<file path="src/rtl/elementwise_operand_fetch_pkg.sv">
// Shared definitions for the element-wise operand fetch block and its ALU
// consumer: bus widths, element-op codes and the latched command payload.
package elementwise_operand_fetch_pkg;

  localparam int unsigned DATA_WIDTH = 16;
  localparam int unsigned ADDR_WIDTH = 12;
  localparam int unsigned LEN_WIDTH  = 12;
  localparam int unsigned OP_WIDTH   = 3;

  // Element-op codes understood by the ALU stage
  typedef enum logic [OP_WIDTH-1:0] {
    OP_ADD = 3'd0,
    OP_SUB = 3'd1,
    OP_MUL = 3'd2,
    OP_MAX = 3'd3,
    OP_MIN = 3'd4,
    OP_AND = 3'd5,
    OP_OR  = 3'd6,
    OP_NOT = 3'd7
  } elem_op_e;

  // Command fields captured at accept
  typedef struct packed {
    logic [ADDR_WIDTH-1:0] addr_a;
    logic [ADDR_WIDTH-1:0] addr_b;
    logic [LEN_WIDTH-1:0]  len;
    logic [OP_WIDTH-1:0]   op;
    logic                  bcast_b;
  } fetch_cmd_t;

endpackage

</file>
<file path="src/rtl/elementwise_operand_fetch_if.sv">
// Bus bundle for the operand fetch block: command channel, scratchpad read
// port and the operand-pair channel toward the ALU.
//  slave  : view of the fetch block (takes commands, drives reads and pairs)
//  master : view of the surrounding environment
interface elementwise_operand_fetch_if;

  // command channel
  logic                                                  cmd_valid;
  logic                                                  cmd_ready;
  logic [elementwise_operand_fetch_pkg::ADDR_WIDTH-1:0]  cmd_addr_a;
  logic [elementwise_operand_fetch_pkg::ADDR_WIDTH-1:0]  cmd_addr_b;
  logic [elementwise_operand_fetch_pkg::LEN_WIDTH-1:0]   cmd_len;
  logic [elementwise_operand_fetch_pkg::OP_WIDTH-1:0]    cmd_op;
  logic                                                  cmd_bcast_b;

  // scratchpad read port (1-cycle latency)
  logic                                                  rd_en;
  logic [elementwise_operand_fetch_pkg::ADDR_WIDTH-1:0]  rd_addr;
  logic [elementwise_operand_fetch_pkg::DATA_WIDTH-1:0]  rd_data;

  // operand-pair channel toward the ALU
  logic [elementwise_operand_fetch_pkg::DATA_WIDTH-1:0]  operand_a;
  logic [elementwise_operand_fetch_pkg::DATA_WIDTH-1:0]  operand_b;
  logic [elementwise_operand_fetch_pkg::OP_WIDTH-1:0]    op_type;
  logic                                                  valid_out;
  logic                                                  ready_out;
  logic                                                  last;
  logic                                                  done;

  modport slave (
    input  cmd_valid, cmd_addr_a, cmd_addr_b, cmd_len, cmd_op, cmd_bcast_b,
    input  rd_data, ready_out,
    output cmd_ready, rd_en, rd_addr,
    output operand_a, operand_b, op_type, valid_out, last, done
  );

  modport master (
    output cmd_valid, cmd_addr_a, cmd_addr_b, cmd_len, cmd_op, cmd_bcast_b,
    output rd_data, ready_out,
    input  cmd_ready, rd_en, rd_addr,
    input  operand_a, operand_b, op_type, valid_out, last, done
  );

endinterface

</file>
<file path="src/rtl/elementwise_operand_fetch.sv">
// Operand fetch for the element-wise ALU. Accepts one vector command, reads
// A/B operand pairs from a 1-cycle-latency single-port scratchpad and presents
// each pair with the latched op code on a registered valid/ready channel.
// Ports:
//  clk, rst_n : clock, asynchronous active-low reset
//  bus        : slave view of elementwise_operand_fetch_if (command channel,
//               scratchpad read port, operand-pair channel, done pulse)
module elementwise_operand_fetch
  import elementwise_operand_fetch_pkg::*;
(
  input  logic                        clk,
  input  logic                        rst_n,
  elementwise_operand_fetch_if.slave  bus
);

  typedef enum logic [3:0] {
    ST_IDLE    = 4'd0,
    ST_BRD     = 4'd1,
    ST_BCAP    = 4'd2,
    ST_RDA     = 4'd3,
    ST_RDB     = 4'd4,
    ST_CAPB    = 4'd5,
    ST_CAPA    = 4'd6,
    ST_PRESENT = 4'd7,
    ST_DONE    = 4'd8
  } state_e;

  state_e                 state;
  fetch_cmd_t             cmd_r;
  logic [LEN_WIDTH-1:0]   idx;
  logic [DATA_WIDTH-1:0]  a_reg;
  logic [DATA_WIDTH-1:0]  b_reg;
  logic                   valid_r;
  logic                   last_r;
  logic                   done_r;
  logic                   cmd_ready_r;
  logic                   rd_en_r;
  logic [ADDR_WIDTH-1:0]  rd_addr_r;

  logic [LEN_WIDTH-1:0]   idx_inc_c;
  logic                   last_c;

  assign idx_inc_c = idx + LEN_WIDTH'(1);
  // len is never 0 once an element is being fetched, so len-1 cannot wrap here
  assign last_c    = (idx == (cmd_r.len - LEN_WIDTH'(1)));

  // Control and datapath; every output comes straight from a flop
  always_ff @(posedge clk or negedge rst_n) begin
    if (!rst_n) begin
      state       <= ST_IDLE;
      cmd_r       <= '0;
      idx         <= '0;
      a_reg       <= '0;
      b_reg       <= '0;
      valid_r     <= 1'b0;
      last_r      <= 1'b0;
      done_r      <= 1'b0;
      cmd_ready_r <= 1'b1;
      rd_en_r     <= 1'b0;
      rd_addr_r   <= '0;
    end else begin
      // read strobe and done are single-cycle unless a branch re-asserts them
      done_r    <= 1'b0;
      rd_en_r   <= 1'b0;
      rd_addr_r <= '0;

      unique case (state)
        ST_IDLE: begin
          if (bus.cmd_valid && cmd_ready_r) begin
            cmd_r.addr_a  <= bus.cmd_addr_a;
            cmd_r.addr_b  <= bus.cmd_addr_b;
            cmd_r.len     <= bus.cmd_len;
            cmd_r.op      <= bus.cmd_op;
            cmd_r.bcast_b <= bus.cmd_bcast_b;
            idx           <= '0;
            cmd_ready_r   <= 1'b0;
            if (bus.cmd_len == '0) begin
              state  <= ST_DONE;
              done_r <= 1'b1;
            end else if (bus.cmd_bcast_b) begin
              state     <= ST_BRD;
              rd_en_r   <= 1'b1;
              rd_addr_r <= bus.cmd_addr_b;
            end else begin
              state     <= ST_RDA;
              rd_en_r   <= 1'b1;
              rd_addr_r <= bus.cmd_addr_a;
            end
          end
        end

        // scalar B read is in flight
        ST_BRD: state <= ST_BCAP;

        ST_BCAP: begin
          b_reg     <= bus.rd_data;
          state     <= ST_RDA;
          rd_en_r   <= 1'b1;
          rd_addr_r <= cmd_r.addr_a + ADDR_WIDTH'(idx);
        end

        // A read is in flight; broadcast skips the B read
        ST_RDA: begin
          if (cmd_r.bcast_b) begin
            state <= ST_CAPA;
          end else begin
            state     <= ST_RDB;
            rd_en_r   <= 1'b1;
            rd_addr_r <= cmd_r.addr_b + ADDR_WIDTH'(idx);
          end
        end

        ST_RDB: begin
          a_reg <= bus.rd_data;
          state <= ST_CAPB;
        end

        ST_CAPB: begin
          b_reg   <= bus.rd_data;
          valid_r <= 1'b1;
          last_r  <= last_c;
          state   <= ST_PRESENT;
        end

        ST_CAPA: begin
          a_reg   <= bus.rd_data;
          valid_r <= 1'b1;
          last_r  <= last_c;
          state   <= ST_PRESENT;
        end

        // hold the pair until the ALU takes it
        ST_PRESENT: begin
          if (bus.ready_out) begin
            valid_r <= 1'b0;
            last_r  <= 1'b0;
            if (last_r) begin
              state  <= ST_DONE;
              done_r <= 1'b1;
            end else begin
              idx       <= idx_inc_c;
              state     <= ST_RDA;
              rd_en_r   <= 1'b1;
              rd_addr_r <= cmd_r.addr_a + ADDR_WIDTH'(idx_inc_c);
            end
          end
        end

        ST_DONE: begin
          state       <= ST_IDLE;
          cmd_ready_r <= 1'b1;
        end

        default: begin
          state       <= ST_IDLE;
          cmd_ready_r <= 1'b1;
          valid_r     <= 1'b0;
          last_r      <= 1'b0;
        end
      endcase
    end
  end

  assign bus.cmd_ready = cmd_ready_r;
  assign bus.rd_en     = rd_en_r;
  assign bus.rd_addr   = rd_addr_r;
  assign bus.operand_a = a_reg;
  assign bus.operand_b = b_reg;
  assign bus.op_type   = cmd_r.op;
  assign bus.valid_out = valid_r;
  assign bus.last      = last_r;
  assign bus.done      = done_r;

endmodule

</file>
<file path="src/flat_wrapper.sv">
// flat-port wrapper written by rule: the top's interface ports become plain ports
module elementwise_operand_fetch_flat import elementwise_operand_fetch_pkg::*;
  (clk, rst_n, bus_cmd_valid, bus_cmd_addr_a, bus_cmd_addr_b, bus_cmd_len, bus_cmd_op, bus_cmd_bcast_b, bus_rd_data, bus_ready_out, bus_cmd_ready, bus_rd_en, bus_rd_addr, bus_operand_a, bus_operand_b, bus_op_type, bus_valid_out, bus_last, bus_done);
  elementwise_operand_fetch_if bus_i ();
  input  logic clk;
  input  logic rst_n;
  input wire logic [$bits(bus_i.cmd_valid)-1:0] bus_cmd_valid;
  input wire logic [$bits(bus_i.cmd_addr_a)-1:0] bus_cmd_addr_a;
  input wire logic [$bits(bus_i.cmd_addr_b)-1:0] bus_cmd_addr_b;
  input wire logic [$bits(bus_i.cmd_len)-1:0] bus_cmd_len;
  input wire logic [$bits(bus_i.cmd_op)-1:0] bus_cmd_op;
  input wire logic [$bits(bus_i.cmd_bcast_b)-1:0] bus_cmd_bcast_b;
  input wire logic [$bits(bus_i.rd_data)-1:0] bus_rd_data;
  input wire logic [$bits(bus_i.ready_out)-1:0] bus_ready_out;
  output wire logic [$bits(bus_i.cmd_ready)-1:0] bus_cmd_ready;
  output wire logic [$bits(bus_i.rd_en)-1:0] bus_rd_en;
  output wire logic [$bits(bus_i.rd_addr)-1:0] bus_rd_addr;
  output wire logic [$bits(bus_i.operand_a)-1:0] bus_operand_a;
  output wire logic [$bits(bus_i.operand_b)-1:0] bus_operand_b;
  output wire logic [$bits(bus_i.op_type)-1:0] bus_op_type;
  output wire logic [$bits(bus_i.valid_out)-1:0] bus_valid_out;
  output wire logic [$bits(bus_i.last)-1:0] bus_last;
  output wire logic [$bits(bus_i.done)-1:0] bus_done;
  assign bus_i.cmd_valid = bus_cmd_valid;
  assign bus_i.cmd_addr_a = bus_cmd_addr_a;
  assign bus_i.cmd_addr_b = bus_cmd_addr_b;
  assign bus_i.cmd_len = bus_cmd_len;
  assign bus_i.cmd_op = bus_cmd_op;
  assign bus_i.cmd_bcast_b = bus_cmd_bcast_b;
  assign bus_i.rd_data = bus_rd_data;
  assign bus_i.ready_out = bus_ready_out;
  assign bus_cmd_ready = bus_i.cmd_ready;
  assign bus_rd_en = bus_i.rd_en;
  assign bus_rd_addr = bus_i.rd_addr;
  assign bus_operand_a = bus_i.operand_a;
  assign bus_operand_b = bus_i.operand_b;
  assign bus_op_type = bus_i.op_type;
  assign bus_valid_out = bus_i.valid_out;
  assign bus_last = bus_i.last;
  assign bus_done = bus_i.done;
  elementwise_operand_fetch u_core (.clk(clk), .rst_n(rst_n), .bus(bus_i));
endmodule
</file>
<file path="config.mk">
export PLATFORM = sky130hd
export DESIGN_NAME = elementwise_operand_fetch_flat
export DESIGN_NICKNAME = d
export VERILOG_FILES = /design/src/rtl/elementwise_operand_fetch_pkg.sv /design/src/rtl/elementwise_operand_fetch_if.sv /design/src/rtl/elementwise_operand_fetch.sv /design/src/flat_wrapper.sv
export SDC_FILE = /design/constraint.sdc
export NUM_CORES = 1
export LEC_CHECK = 0
export ABC_CLOCK_PERIOD_IN_PS = 4300
export CAP_MARGIN = 20
export CORE_ASPECT_RATIO = 1.2
export CORE_MARGIN = 1
export CORE_UTILIZATION = 55
export DETAILED_ROUTE_END_ITERATION = 16
export HOLD_SLACK_MARGIN = 0.15
export PLACE_DENSITY = 0.83
export RECOVER_POWER = 25
export SLEW_MARGIN = 20
export SYNTH_ARGS = -nofsm -noshare
export SYNTH_HDL_FRONTEND = slang
export SYNTH_SLANG_ARGS = --single-unit
</file>
<file path="constraint.sdc">
create_clock -name clk -period 4.3 [get_ports clk]
set_clock_uncertainty 0.1 [all_clocks]
set_input_delay 0.86 -clock clk [delete_from_list [all_inputs] [get_ports clk]]
set_output_delay 0.86 -clock clk [all_outputs]
set_load 0.01 [all_outputs]
</file>
==> impl_metrics.json <==
{
  "ir_drop_mv": 0.3278,
  "slowest_delay_ns": 0.59,
  "slew_headroom_pct": -23.45,
  "synth_top_area_share_pct": 40.06,
  "synth_edf_count": 0,
  "dp_hpwl_um": 12650,
  "layout_commonest_cell": "nand2_1",
  "grt_antenna_before_repair": 0,
  "layout_common_cells": "nand2_1, clkdlybuf4s50_1, dfrtp_1, nor2_1, o21ai_0",
  "drc": 0,
  "instances_no_fill": 982,
  "place_area_um2": 7754,
  "clock_latency_ns": 0.35,
  "ios": 112,
  "ys_ff_latch": 105,
  "drive_gt1_share_pct": 8.970,
  "min_period_over_period_pct": 74.69,
  "synth_area_per_cell_um2": 9.048,
  "grt.total_usage_pct": 29.19,
  "die_area_um2": 12250,
  "critPathSlowestCell": "dfrtp_1",
  "drt-total-wl_um": 16960,
  "power.density_nw_per_um2": 584.3,
  "synthCells": 718,
  "finish.instance_area_um2": 8043,
  "multiInputGateArea_um2": 3719,
  "synthTopCellsByArea": "dfrtp_1, nand2_1, ha_1",
  "grt_max_degree": 77,
  "area_growth_pct": 23.81,
  "drv_slew": 77,
  "period_needed_ns": 3.212,
  "seq_area_um2": 2629,
  "cts.sinks": 105,
  "ys_types": 61,
  "crit_fanout": 10,
  "async_reset_ff_share_pct": 100.0,
  "worstSetupStartpointType": "register",
  "failed_checks": "capacitance limit, slew limit",
  "synth_top_cell_by_area": "dfrtp_1",
  "grt_first_pass_wirelength_um": 27650,
  "drt_first_iter_violations": 341,
  "vias_per_cell": 5.854,
  "required_ns": 4.41,
  "fp.dieW_um": 101.2,
  "max_freq_mhz": 311.3,
  "post_cts_buffers": 0,
  "critical_path_class": "reg -> reg",
  "fin_tns_setup_ns": 0,
  "ctsLongestPathBuffers": 2,
  "coreArea_um2": 11510,
  "cp_common_cell": "ha_1",
  "htreeDepth": 3,
  "cts_buffers": 9,
  "crit_buf_inv": 0,
  "dp.cells": 966,
  "cts_hold_buf": 0,
  "wl_per_cell_um": 17.27,
  "cp.arrival_ns": 3.32,
  "ant_nets": 0,
  "rsz0062_at_grt": "false",
  "syn-num-nets": 818,
  "clkSlewWorstSetupHoldPaths_ns": 0.08,
  "first_global_vias": 5779,
  "power.static_leakage_nw": 3.732,
  "cts_resized": 0,
  "setup_viol": 0,
  "end_kind": "register",
  "synth-main-ff-cell": "dfrtp_1",
  "layout.nets": 920,
  "hold_viol": 0,
  "maxCapViolations": 1,
  "dr_total_vias": 5749,
  "synth-seq-area-share_pct": 40.47,
  "firstDrtPassIters": 5,
  "hold_ws_ns": 0.3891,
  "path_delay_family": "simple AND/OR/NAND/NOR gates",
  "hold_class": "reg -> reg",
  "start_util_pct": 56.42,
  "cts_tree": "yes",
  "worstMarginPinSlew_ns": 1.852,
  "crit_chain": "ha_1, nand3_1, nor2_1, xor2_1, ha_1, a21oi_1, nand2_1, o21a_1, or3_1, a31oi_1, o221ai_1",
  "finalPower_mw": 4.700,
  "globalplace.congestion": 0.9234,
  "yosysWarnings": 0,
  "rows": 43,
  "io_buffers": 111,
  "gr-total-overflow": 0,
  "fill_cells": 881,
  "fp.dieH_um": 121.1,
  "n_antenna_cell": 0,
  "status": "complete, but fails checks",
  "clockRootBuffer": "clkbuf_16",
  "synth_area_um2": 6496
}
==> final cells by class <==
class,instances,area share [%]
clock buffers,9,2.800
clock inverters,7,0.8245
inverters,7,0.3267
multi-input cells,576,46.24
flip-flops and latches,105,32.69
well taps,157,2.442
repair buffers,121,14.69
==> cell usage after synthesis, types with 6 or more instances <==
master,instances
ha_1,37
xor2_1,23
nand4_1,6
a21oi_1,38
o21ai_0,45
mux2i_1,17
xnor2_1,29
o211ai_1,6
buf_2,7
nor3_1,10
inv_1,7
nor2_1,45
nand2_1,169
nand3_1,21
o22ai_1,6
clkbuf_1,18
mux2_2,34
a21o_1,9
dfrtp_1,104
==> stage by stage <==
step / util (%) / setup slack, ns
final: 69.85 / 1.088
after floorplan: - / 1.443
after global routing: 69.85 / 0.8552
after detailed placement: 67.34 / 1.105
after CTS: 69.88 / 1.112
after global placement: 67.34 / 1.146
==> sequential cells by signal (all words and copies together), names as in the netlist <==
name                  flops
u_core.bus.last           1
u_core.bus.operand_b     16
u_core.bus.rd_en          1
u_core.bus.cmd_ready      1
u_core.bus.rd_addr       12
u_core.bus.operand_a     16
u_core.cmd_r             37
u_core.state              4
u_core.idx               12
u_core.bus.valid_out      1
u_core.bus.done           1
u_core.bus.op_type        3
==> per-layer routing <==
layer  vias up  global-route usage [%]  wire length [µm]
met4         0                   13.32               579
met3        47                   4.666               960
met2       202                   49.96              8321
li1       2724                       -                 -
met5         -                       0                 0
met1      2776                   35.87              7097
==> cell families (layout without fill, tap and decap cells) <==
family / after synthesis / after routing / synth area share [%]
compound gates: 140 / 140 / 13.21
xor+xnor: 52 / 52 / 7.011
fa+ha+maj: 40 / 40 / 8.051
buf+inv: 37 / 144 / 2.465
flops: 105 / 105 / 40.47
mux: 51 / 51 / 8.513
simple gates: 293 / 293 / 20.28
==> final timing paths <==
check	cells after the start	to	start	slack, ns
max	11	u_core.bus.rd_addr[8]	u_core.idx[1]	1.09
min	2	u_core.bus.op_type[2]	u_core.bus.op_type[2]	0.39
max reg2reg	11	u_core.bus.rd_addr[8]	u_core.idx[1]	1.09
min reg2reg	2	u_core.bus.op_type[2]	u_core.bus.op_type[2]	0.39
max in group asynchronous	2	u_core.idx[3]	rst_n	2.09
min in group asynchronous	1	u_core.bus.operand_a[14]	rst_n	0.90
==> power by group <==
part | total (mW) | switching (mW) | internal (mW)
Sequential | 1.70 | 0.346 | 1.36
Clock | 0.802 | 0.398 | 0.404
Combinational | 2.19 | 1.06 | 1.13
Total | 4.70 | 1.81 | 2.89
==> tightest hold or removal path, delay by kind of cell (launching register included) <==
family	cells	cell delay (ns)
and+or+nand+nor	2	0.11
DFF	1	0.35
(Power assumes the default switching activity.)
